[config.mk]
export PLATFORM = sky130hd
export DESIGN_NAME = cpu_clk_ctrl
export DESIGN_NICKNAME = d
export VERILOG_FILES = /design/src/rtl/cpu_clk_ctrl_pkg.sv /design/src/rtl/cpu_clk_ctrl_ce_prescaler.sv /design/src/rtl/cpu_clk_ctrl.sv
export SDC_FILE = /design/constraint.sdc
export NUM_CORES = 1
export LEC_CHECK = 0
export CAP_MARGIN = 5
export CORE_ASPECT_RATIO = 1.1
export CORE_MARGIN = 3
export CORE_UTILIZATION = 30
export CTS_BUF_LIST = sky130_fd_sc_hd__clkbuf_2
export DETAILED_ROUTE_END_ITERATION = 12
export GPL_TIMING_DRIVEN = 0
export SLEW_MARGIN = 30
export SYNTH_ARGS = -nofsm -noshare
export SYNTH_HDL_FRONTEND = slang
export SYNTH_HIERARCHICAL = 1
export SYNTH_SLANG_ARGS = --single-unit
[constraint.sdc]
create_clock -name i_clk -period 8.78 [get_ports i_clk]
set_input_delay 1.317 -clock i_clk [delete_from_list [all_inputs] [get_ports i_clk]]
set_output_delay 1.317 -clock i_clk [all_outputs]
set_load 0.02 [all_outputs]
[src/rtl/cpu_clk_ctrl_pkg.sv]
// Shared types for the core clock-enable controller.
// Command opcodes and controller states.
package cpu_clk_ctrl_pkg;

  typedef enum logic [1:0] {
    OP_SET_DIV = 2'b00,
    OP_RUN     = 2'b01,
    OP_HALT    = 2'b10,
    OP_STEP    = 2'b11
  } clk_op_t;

  typedef enum logic [1:0] {
    ST_HALTED   = 2'b00,
    ST_RUNNING  = 2'b01,
    ST_STEPPING = 2'b10
  } clk_state_t;

endpackage

[src/rtl/cpu_clk_ctrl_ce_prescaler.sv]
// Divided tick generator with a divisor that only changes
// on a period boundary, so no runt or stretched CE period.
module cpu_clk_ctrl_ce_prescaler #(
  parameter int DIV_W   = 16,
  parameter int DIV_RST = 2
) (
  input  logic             i_clk,
  input  logic             i_rst_n,
  input  logic             i_en,
  input  logic             i_clr,
  input  logic             i_load_div,
  input  logic [DIV_W-1:0] i_new_div,
  output logic             o_tick,
  output logic             o_pending
);

  logic [DIV_W-1:0] r_ctr;
  logic [DIV_W-1:0] r_div;
  logic [DIV_W-1:0] r_pend;
  logic             r_pending;
  logic [DIV_W-1:0] w_eff;
  logic             w_bound;

  assign w_eff = (r_div == '0) ? DIV_W'(1) : r_div;
  assign o_tick = i_en && (r_ctr == (w_eff - DIV_W'(1)));
  assign o_pending = r_pending;

  // Idle or at a tick the period restarts, so a new divisor is safe.
  assign w_bound = o_tick || !i_en || i_clr;

  always_ff @(posedge i_clk or negedge i_rst_n) begin
    if (!i_rst_n) begin
      r_ctr     <= '0;
      r_div     <= DIV_W'(DIV_RST);
      r_pend    <= '0;
      r_pending <= 1'b0;
    end else begin
      if (w_bound) begin
        r_ctr <= '0;
      end else begin
        r_ctr <= r_ctr + DIV_W'(1);
      end
      if (i_load_div) begin
        if (!i_en || o_tick) begin
          r_div <= i_new_div;
        end else begin
          r_pend    <= i_new_div;
          r_pending <= 1'b1;
        end
      end else if (r_pending && w_bound) begin
        r_div     <= r_pend;
        r_pending <= 1'b0;
      end
    end
  end

endmodule

[src/rtl/cpu_clk_ctrl.sv]
// Run/halt/single-step controller driving the core clock enable.
// Holds the FSM, step counter, command handshake and CE counter.
module cpu_clk_ctrl
  import cpu_clk_ctrl_pkg::*;
#(
  parameter int DIV_W   = 16,
  parameter int CNT_W   = 32,
  parameter int DIV_RST = 2
) (
  input  logic             i_clk,
  input  logic             i_rst_n,
  input  logic             i_cmd_valid,
  output logic             o_cmd_ready,
  input  logic [1:0]       i_cmd_op,
  input  logic [DIV_W-1:0] i_cmd_arg,
  input  logic             i_halt_in,
  output logic             o_ce,
  output logic             o_step_done,
  output logic [1:0]       o_state,
  output logic [CNT_W-1:0] o_ticks
);

  clk_state_t       r_state;
  clk_state_t       w_next;
  logic [DIV_W-1:0] r_step;
  logic [DIV_W-1:0] w_step_nxt;
  logic [DIV_W-1:0] w_arg_n;
  logic [DIV_W-1:0] w_left;
  logic             r_ce;
  logic             r_fin;
  logic             r_done;
  logic [CNT_W-1:0] r_ticks;
  clk_op_t          w_op;
  logic             w_acc;
  logic             w_run;
  logic             w_halt;
  logic             w_step;
  logic             w_set;
  logic             w_start;
  logic             w_en;
  logic             w_clr;
  logic             w_tick;
  logic             w_pending;
  logic             w_fin;

  assign w_op   = clk_op_t'(i_cmd_op);
  assign w_acc  = i_cmd_valid && !w_pending;
  assign w_run  = w_acc && (w_op == OP_RUN);
  assign w_halt = w_acc && (w_op == OP_HALT);
  assign w_step = w_acc && (w_op == OP_STEP);
  assign w_set  = w_acc && (w_op == OP_SET_DIV);

  assign w_arg_n = (i_cmd_arg == '0) ? DIV_W'(1) : i_cmd_arg;

  // The prescaler counts in the accept cycle so CE lands div cycles later.
  assign w_start = (r_state == ST_HALTED) && !i_halt_in
                   && (w_run || w_step);
  assign w_en    = (r_state != ST_HALTED) || w_start;
  assign w_clr   = (r_state != ST_HALTED) && (i_halt_in || w_halt);
  assign w_left  = (r_state == ST_HALTED) ? w_arg_n : r_step;

  cpu_clk_ctrl_ce_prescaler #(
    .DIV_W   (DIV_W),
    .DIV_RST (DIV_RST)
  ) u_presc (
    .i_clk      (i_clk),
    .i_rst_n    (i_rst_n),
    .i_en       (w_en),
    .i_clr      (w_clr),
    .i_load_div (w_set),
    .i_new_div  (i_cmd_arg),
    .o_tick     (w_tick),
    .o_pending  (w_pending)
  );

  always_ff @(posedge i_clk or negedge i_rst_n) begin
    if (!i_rst_n) begin
      r_state <= ST_HALTED;
      r_step  <= '0;
    end else begin
      r_state <= w_next;
      r_step  <= w_step_nxt;
    end
  end

  always_comb begin
    w_next     = r_state;
    w_step_nxt = r_step;
    w_fin      = 1'b0;
    unique case (r_state)
      ST_HALTED: begin
        if (w_start) begin
          w_next = w_run ? ST_RUNNING : ST_STEPPING;
        end
      end
      ST_RUNNING: begin
        if (i_halt_in || w_halt) begin
          w_next = ST_HALTED;
        end
      end
      ST_STEPPING: begin
        if (i_halt_in || w_halt) begin
          w_next = ST_HALTED;
        end else if (w_run) begin
          w_next = ST_RUNNING;
        end
      end
      default: w_next = ST_HALTED;
    endcase
    if (w_next == ST_STEPPING) begin
      if (w_tick) begin
        w_step_nxt = w_left - DIV_W'(1);
        if (w_left == DIV_W'(1)) begin
          w_next = ST_HALTED;
          w_fin  = 1'b1;
        end
      end else begin
        w_step_nxt = w_left;
      end
    end
    if (w_next != ST_STEPPING) begin
      w_step_nxt = '0;
    end
  end

  always_comb begin
    o_state     = r_state;
    o_cmd_ready = !w_pending;
    o_ce        = r_ce;
    o_step_done = r_done;
    o_ticks     = r_ticks;
  end

  always_ff @(posedge i_clk or negedge i_rst_n) begin
    if (!i_rst_n) begin
      r_ce    <= 1'b0;
      r_fin   <= 1'b0;
      r_done  <= 1'b0;
      r_ticks <= '0;
    end else begin
      r_ce   <= w_tick;
      r_fin  <= w_fin;
      r_done <= r_fin;
      if (w_tick) begin
        r_ticks <= r_ticks + CNT_W'(1);
      end
    end
  end

endmodule
==> impl_metrics.prom, run 1 <==
# TYPE chip_impl_metric gauge
chip_impl_info{name="run_status",value="finished clean"} 1
chip_impl_metric{name="final-max-slew-violation-count",unit=""} 0
chip_impl_info{name="most-common-layout-cells",value="101 x sky130_fd_sc_hd__dfrtp_1, 57 x sky130_fd_sc_hd__clkdlybuf4s50_1, 50 x sky130_fd_sc_hd__nand2_1"} 1
chip_impl_info{name="final_common_cell",value="sky130_fd_sc_hd__dfrtp_1"} 1
chip_impl_metric{name="global_placement_routability_congestion",unit=""} 0.881
chip_impl_metric{name="maxCapViolCount",unit=""} 0
chip_impl_metric{name="worstHoldPathCells",unit=""} 0
chip_impl_metric{name="die_boundary_width",unit="um"} 138
chip_impl_info{name="cts_tree",value="yes"} 1
chip_impl_metric{name="cts_setup_buffers",unit=""} 0
chip_impl_metric{name="totalWireLength",unit="mm"} 14.1
chip_impl_metric{name="cts-hold-fix-buffers",unit=""} 0
chip_impl_metric{name="core_area",unit="sq um"} 18700
chip_impl_metric{name="floorplan.rows",unit=""} 52
chip_impl_metric{name="layout_min_cycle_time",unit="ps"} 5570
chip_impl_metric{name="cp.arrival",unit="ps"} 6100
chip_impl_info{name="ys_dominant_reg_cell",value="sky130_fd_sc_hd__dfrtp_1"} 1
chip_impl_metric{name="yosys.cell_types.count",unit=""} 67
chip_impl_metric{name="avgViaCountPerCell",unit=""} 5.19
chip_impl_info{name="setup.worst_path.start_class",value="flop"} 1
chip_impl_metric{name="clock_latency",unit="ps"} 610
chip_impl_metric{name="setup-tns-final",unit="ps"} 0
chip_impl_metric{name="ys_warns",unit=""} 6
chip_impl_metric{name="setup_viol_count_final",unit=""} 0
chip_impl_metric{name="post_synth_inst_count",unit=""} 555
chip_impl_metric{name="ys_async_sr_fraction",unit="%"} 100
chip_impl_metric{name="finish.net_count",unit=""} 651
chip_impl_metric{name="post_syn_nets",unit=""} 581
chip_impl_metric{name="floorplan.initialDensity",unit="%"} 31.0
chip_impl_info{name="path_class",value="flop to flop"} 1
chip_impl_metric{name="detailedPlacementHpwl",unit="mm"} 10.5
chip_impl_metric{name="area_growth",unit="%"} 18.1
chip_impl_metric{name="clock_tree.htree_level_count",unit=""} 3
chip_impl_metric{name="cts_resized",unit=""} 0
chip_impl_metric{name="die_h",unit="um"} 152
chip_impl_metric{name="global_route.usage.total",unit="%"} 13.6
chip_impl_metric{name="maximum_number_of_pins_on_one_net_before_global_route_repair",unit=""} 60
chip_impl_metric{name="num_antenna_cells",unit=""} 0
chip_impl_metric{name="tightestPinTransition",unit="ps"} 753
chip_impl_metric{name="fmax",unit="GHz"} 0.180
chip_impl_info{name="grt_setup_unrepaired",value="false"} 1
chip_impl_metric{name="grt-ovfl-total",unit=""} 0
chip_impl_metric{name="grt_first_pass_wirelength",unit="mm"} 23.5
chip_impl_metric{name="power.density_cell_area",unit="nW/um^2"} 184
chip_impl_metric{name="violation_count_after_the_first_detailed_routing_iteration",unit=""} 219
chip_impl_metric{name="cp_slowest_stage_delay",unit="ps"} 530
chip_impl_metric{name="synth_seq_area_share",unit="%"} 44.1
chip_impl_metric{name="post_route_clock_period_utilization",unit="%"} 63.4
chip_impl_metric{name="fp.dieArea",unit="sq um"} 21000
chip_impl_metric{name="postRouteAntennaNets",unit=""} 0
chip_impl_metric{name="drc",unit=""} 0
chip_impl_metric{name="power.static_leakage",unit="uW"} 0.00281
chip_impl_metric{name="drt_pass1_iterations",unit=""} 4
chip_impl_info{name="cp-end-kind",value="flop"} 1
chip_impl_info{name="worstPathCellList",value="buf_6 -> or4_4 -> buf_6 -> nor4_2 -> a21oi_1 -> ha_1 -> or3b_2 -> clkbuf_1 -> mux2i_1 -> o22ai_1 -> o22ai_1 -> nor4_2 -> and3_2 -> nand4_1 -> nor3_1 -> and2_1 -> clkbuf_1 -> and4_1 -> xor2_1"} 1
chip_impl_metric{name="num_vias",unit=""} 4535
chip_impl_metric{name="port_buffers",unit=""} 58
chip_impl_metric{name="relSlewSlack",unit="%"} 49.3
chip_impl_metric{name="layout-drive-gt1-share",unit="%"} 14.9
chip_impl_metric{name="wl_per_cell",unit="um"} 16.1
chip_impl_metric{name="ys_ff_latch",unit=""} 102
chip_impl_metric{name="via_count_of_the_first_global_routing_pass",unit=""} 4626
chip_impl_info{name="synth_top_cells_by_area",value="sky130_fd_sc_hd__dfrtp_1 44%, sky130_fd_sc_hd__mux2_2 7.4%, sky130_fd_sc_hd__xnor2_1 5.1%, sky130_fd_sc_hd__xor2_1 4.1%, sky130_fd_sc_hd__nand2_1 3.2%"} 1
chip_impl_metric{name="power.ir.vdd_worst",unit="V"} 0.0000912
chip_impl_metric{name="synth_edf_count",unit=""} 0
chip_impl_metric{name="worstRegToRegCells",unit=""} 19
chip_impl_metric{name="synth.top_cell.area_share",unit="%"} 43.7
chip_impl_metric{name="critical_path_required",unit="ps"} 9310
chip_impl_metric{name="cts.reportedPaths.clkPinSlew",unit="ps"} 250
chip_impl_metric{name="antenna_violations_before_repair",unit=""} 0
chip_impl_metric{name="power.total",unit="uW"} 1260
chip_impl_metric{name="synth_area_per_cell",unit="sq um"} 10.4
chip_impl_metric{name="cts_buffers",unit=""} 9
chip_impl_metric{name="num_io_pins",unit=""} 59
chip_impl_info{name="clk_root_buf",value="sky130_fd_sc_hd__clkbuf_2"} 1
chip_impl_metric{name="endpoints_failing_hold",unit=""} 0
chip_impl_info{name="synth_top_area_cell",value="sky130_fd_sc_hd__dfrtp_1"} 1
chip_impl_metric{name="tritoncts_num_sinks",unit=""} 102
chip_impl_info{name="crit_slowest_cell",value="sky130_fd_sc_hd__or4_4"} 1
chip_impl_metric{name="cts-root-to-sink-buffers",unit=""} 2
chip_impl_info{name="timing.hold.worst.class",value="flop to flop"} 1
chip_impl_metric{name="worst-path-max-fanout",unit=""} 9
chip_impl_metric{name="finalClockSkew",unit="ps"} 36.5
chip_impl_metric{name="syn-cell-area",unit="sq um"} 5780
## cells by family (layout without fill, tap and decap cells)
kind of cell | after synthesis | in the layout | synth area share [%]
compound gates | 75 | 75 | 9.43
fa+ha+maj | 4 | 4 | 0.865
simple gates | 221 | 221 | 21.3
mux | 57 | 57 | 11.6
buf+inv | 35 | 110 | 3.48
xor+xnor | 61 | 61 | 9.24
flops | 102 | 102 | 44.1
## where the power goes
group	switching [uW]	internal [uW]	leakage [uW]
Sequential	64.5	539	0.00136
Clock	162	94.9	0.0000800
Combinational	200	197	0.00137
## metrics by stage
step / std cells / cell area, sq um / setup WS, ps / util, % / hold slack [ps]
after global routing: 873 / 6830 / 2630 / 36.6 / 412
after CTS: 873 / 6830 / 3180 / 36.6 / 400
final: 873 / 6830 / 3210 / 36.6 / 392
after floorplan: 555 / 5780 / 4170 / - / 331
after detailed placement: 857 / 6700 / 3190 / 35.9 / 336
after global placement: 856 / 6670 / 2550 / 35.7 / 344
## registers in the layout, indices dropped and copies added (netlist names)
| register | flops |
|---|---|
| o_step_done | 1 |
| o_ce | 1 |
| u_presc/o_pending | 1 |
| u_presc/r_ctr | 16 |
| u_presc/r_div | 16 |
| o_ticks | 32 |
| u_presc/r_pend | 16 |
| r_step | 16 |
| r_fin | 1 |
| o_state | 2 |
## Yosys cell counts (all sizes together), types with 10 or more instances
cell type / count
dfrtp: 101
nand2: 51
a21oi: 11
nor4: 15
o31ai: 10
nor2: 35
and3: 14
xnor2: 34
buf: 16
nor3: 15
mux2: 48
clkbuf: 10
nand3: 24
xor2: 27
nand4: 16
o21ai: 12
## critical path, delay by kind of cell (launching register included)
| family | cells | cell delay [ps] |
|---|---|---|
| compound gates | 3 | 420 |
| xor+xnor | 1 | 140 |
| mux | 1 | 140 |
| buf+inv | 4 | 970 |
| simple gates | 9 | 3140 |
| flops | 1 | 440 |
| fa+ha+maj | 1 | 260 |
## routing by layer
metal / up-vias / GRT usage, % / wire length, um
li1: 2154 / - / -
met5: - / 0 / 0
met4: 0 / 5.04 / 218
met1: 2257 / 16.3 / 6130
met2: 105 / 24.0 / 7320
met3: 19 / 2.89 / 420
## cell type report
class | count | area, sq um
inverter | 9 | 33.8
multi-input combinational | 418 | 3030
clock inverter | 6 | 85.1
clock buffer | 10 | 50.0
buffer | 26 | 168
tap | 243 | 304
timing repair buffer | 59 | 609
fill | 1835 | 11800
sequential | 102 | 2550
## final timing paths
check | start | to | slack [ps]
min in group asynchronous | i_rst_n | o_ticks[15]$_DFFE_PN0P_ | 580
worst max-delay path | u_presc/r_div[4]$_DFFE_PN0P_ | o_ticks[19]$_DFFE_PN0P_ | 3210
worst min register to register | r_fin$_DFF_PN0_ | o_step_done$_DFF_PN0_ | 390
worst max register to register | u_presc/r_div[4]$_DFFE_PN0P_ | o_ticks[19]$_DFFE_PN0P_ | 3210
max in group asynchronous | i_rst_n | u_presc/r_div[1]$_DFFE_PN1P_ | 7510
worst min-delay path | r_fin$_DFF_PN0_ | o_step_done$_DFF_PN0_ | 390
No activity file was read; power rests on OpenSTA's default activity.
==> run 2, diff against run 1 <==
- clock period: 8.78 -> 5.8 ns (I/O delays scaled with it)
==> run 2 against run 1 <==
- cell count unchanged
- highest routed layer unchanged
- critical endpoint unchanged
- largest power group unchanged
- critical path depth unchanged
- maximum frequency rose by 5.0%
- die area unchanged
- via count is 0.35% lower
- global-route usage did not move
- worst setup slack got worse by 2700 ps
- count of clock-buffer cells in the layout unchanged
- non-clock buffer count unchanged
- combinational power is 55% higher
- power grew 52%
==> impl_metrics.prom, run 2 (same netlist as run 1, synthesis figures left out) <==
# TYPE chip_impl_metric gauge
chip_impl_metric{name="worst-path-max-fanout",unit=""} 9
chip_impl_metric{name="largest_reg_flops",unit=""} 32
chip_impl_metric{name="global_route.usage.total",unit="%"} 13.6
chip_impl_metric{name="finalClockSkew",unit="ps"} 36.4
chip_impl_metric{name="num_antenna_cells",unit=""} 0
chip_impl_metric{name="detailedPlacementHpwl",unit="mm"} 10.5
chip_impl_metric{name="endpoints_failing_hold",unit=""} 0
chip_impl_metric{name="cts-root-to-sink-buffers",unit=""} 2
chip_impl_info{name="cp-end-kind",value="flop"} 1
chip_impl_metric{name="cts.reportedPaths.clkPinSlew",unit="ps"} 300
chip_impl_info{name="most-common-layout-cells",value="101 x sky130_fd_sc_hd__dfrtp_1, 57 x sky130_fd_sc_hd__clkdlybuf4s50_1, 50 x sky130_fd_sc_hd__nand2_1"} 1
chip_impl_metric{name="tritoncts_num_sinks",unit=""} 102
chip_impl_metric{name="grt_first_pass_wirelength",unit="mm"} 23.5
chip_impl_metric{name="layout-drive-gt1-share",unit="%"} 15.6
chip_impl_metric{name="tightestPinTransition",unit="ps"} 765
chip_impl_metric{name="cp.arrival",unit="ps"} 5830
chip_impl_metric{name="port_buffers",unit=""} 58
chip_impl_metric{name="maxCapViolCount",unit=""} 0
chip_impl_metric{name="floorplan.rows",unit=""} 52
chip_impl_metric{name="setup-tns-final",unit="ps"} 0
chip_impl_metric{name="critical_path_required",unit="ps"} 6330
chip_impl_metric{name="grt-ovfl-total",unit=""} 0
chip_impl_info{name="setup.worst_path.start_class",value="flop"} 1
chip_impl_metric{name="avgViaCountPerCell",unit=""} 5.18
chip_impl_metric{name="wl_per_cell",unit="um"} 16.2
chip_impl_metric{name="fmax",unit="GHz"} 0.189
chip_impl_metric{name="final-max-slew-violation-count",unit=""} 0
chip_impl_metric{name="clock_tree.htree_level_count",unit=""} 3
chip_impl_metric{name="fin_hold_ws",unit="ps"} 131
chip_impl_metric{name="area_growth",unit="%"} 18.6
chip_impl_metric{name="power.density_cell_area",unit="nW/um^2"} 279
chip_impl_metric{name="power.total",unit="uW"} 1920
chip_impl_info{name="regToRegStartpoint",value="u_presc/r_div[4]$_DFFE_PN0P_"} 1
chip_impl_metric{name="power.ir.vdd_worst",unit="V"} 0.000138
chip_impl_metric{name="global_placement_routability_congestion",unit=""} 0.881
chip_impl_metric{name="maximum_number_of_pins_on_one_net_before_global_route_repair",unit=""} 60
chip_impl_metric{name="via_count_of_the_first_global_routing_pass",unit=""} 4626
chip_impl_metric{name="antenna_violations_before_repair",unit=""} 0
chip_impl_metric{name="finalCoreUtilization",unit="%"} 36.7
chip_impl_metric{name="post_route_clock_period_utilization",unit="%"} 91.4
chip_impl_metric{name="violation_count_after_the_first_detailed_routing_iteration",unit=""} 190
chip_impl_info{name="timing.hold.worst.class",value="input port to asynchronous set/reset pin"} 1
chip_impl_metric{name="die_boundary_width",unit="um"} 138
chip_impl_metric{name="drt_pass1_iterations",unit=""} 4
chip_impl_info{name="path_class",value="flop to flop"} 1
chip_impl_metric{name="postRouteAntennaNets",unit=""} 0
chip_impl_metric{name="placedInstanceArea",unit="sq um"} 6700
chip_impl_metric{name="die_h",unit="um"} 152
chip_impl_info{name="cts_tree",value="yes"} 1
chip_impl_metric{name="core_area",unit="sq um"} 18700
chip_impl_metric{name="floorplan.initialDensity",unit="%"} 31.0
chip_impl_metric{name="fp.dieArea",unit="sq um"} 21000
chip_impl_metric{name="totalWireLength",unit="mm"} 14.1
chip_impl_metric{name="setup_viol_count_final",unit=""} 0
chip_impl_metric{name="num_io_pins",unit=""} 59
chip_impl_metric{name="fill_count",unit=""} 1833
chip_impl_metric{name="power.static_leakage",unit="uW"} 0.00283
chip_impl_metric{name="post-route-cell-area",unit="sq um"} 6860
chip_impl_info{name="final_common_cell",value="sky130_fd_sc_hd__dfrtp_1"} 1
chip_impl_metric{name="cts_buffers",unit=""} 9
chip_impl_info{name="clk_root_buf",value="sky130_fd_sc_hd__clkbuf_2"} 1
chip_impl_info{name="worstSetupStartpoint",value="u_presc/r_div[4]$_DFFE_PN0P_"} 1
chip_impl_metric{name="clock_latency",unit="ps"} 610
chip_impl_info{name="grt_setup_unrepaired",value="false"} 1
chip_impl_metric{name="drc",unit=""} 0
chip_impl_metric{name="cts_setup_buffers",unit=""} 0
chip_impl_info{name="run_status",value="finished clean"} 1
chip_impl_metric{name="relSlewSlack",unit="%"} 48.6
chip_impl_metric{name="finish.net_count",unit=""} 651
chip_impl_metric{name="layout_min_cycle_time",unit="ps"} 5300
chip_impl_metric{name="num_vias",unit=""} 4519
==> run 2: path summary, 6_finish.rpt <==
path	slack (ps)	cells past startpoint	endpoint
min in group i_clk	390	0	o_step_done$_DFF_PN0_
setup / recovery	500	19	o_ticks[19]$_DFFE_PN0P_
max in group asynchronous	4990	2	u_presc/r_div[1]$_DFFE_PN1P_
hold reg to reg	390	0	o_step_done$_DFF_PN0_
hold / removal	130	1	o_ticks[15]$_DFFE_PN0P_
setup reg to reg	500	19	o_ticks[19]$_DFFE_PN0P_
==> run 2: where the power goes <==
group          internal, uW  switching [uW]
registers               815            95.9
clock network           144             247
logic                   301             313
total                  1260             657
==> run 2: cell type report <==
cell class | count | area, sq um | share of cell area [%]
plain buffers | 26 | 169 | 2.46
clock buffers | 10 | 50.0 | 0.730
clock inverters | 6 | 85.1 | 1.24
inverters | 9 | 33.8 | 0.493
multi-input cells | 418 | 3050 | 44.5
flip-flops and latches | 102 | 2550 | 37.2
well taps | 243 | 304 | 4.43
repair buffers | 59 | 609 | 8.88
==> run 2: timing repair <==
item,in CTS,in global routing
hold buffers,0,0
setup endpoints to repair,0,26
gates resized for setup,0,6
==> run 2: critical path: stages, from the launching register on <==
cell                       delay [ps]
sky130_fd_sc_hd__dfrtp_1          440
sky130_fd_sc_hd__buf_6            140
sky130_fd_sc_hd__or4_4            530
sky130_fd_sc_hd__buf_6            160
sky130_fd_sc_hd__nor4_2           360
sky130_fd_sc_hd__a21oi_1          120
sky130_fd_sc_hd__ha_1             260
sky130_fd_sc_hd__or3b_2           190
sky130_fd_sc_hd__clkbuf_1         330
sky130_fd_sc_hd__mux2i_1          140
sky130_fd_sc_hd__o22ai_1          190
sky130_fd_sc_hd__o22ai_1          130
sky130_fd_sc_hd__nor4_4           420
sky130_fd_sc_hd__and3_2           330
sky130_fd_sc_hd__nand4_1          260
sky130_fd_sc_hd__nor3_2           330
sky130_fd_sc_hd__and2_1           180
sky130_fd_sc_hd__clkbuf_1         330
sky130_fd_sc_hd__and4_1           260
sky130_fd_sc_hd__xor2_1           140
==> run 2: through the flow <==
stage | setup WS (ps) | std cells
after CTS | 199 | 873
after global placement | 20.5 | 856
after floorplan | 1190 | 555
after detailed placement | 215 | 857
after global routing | 86.2 | 873
final | 496 | 873
==> run 2: layer usage <==
metal	GRT usage [%]	routed length, um	vias up
met5	0	0	-
met4	5.04	244	0
met3	2.89	490	21
met2	24.0	7280	98
met1	16.3	6120	2246
li1	-	-	2154
==> run 3, diff against run 2 <==
- CTS_CLUSTER_DIAMETER: unset -> 30
- CTS_CLUSTER_SIZE: unset -> 12
==> results of run 3 <==
The final DEF is identical to that of run 2; final timing and power are the same.
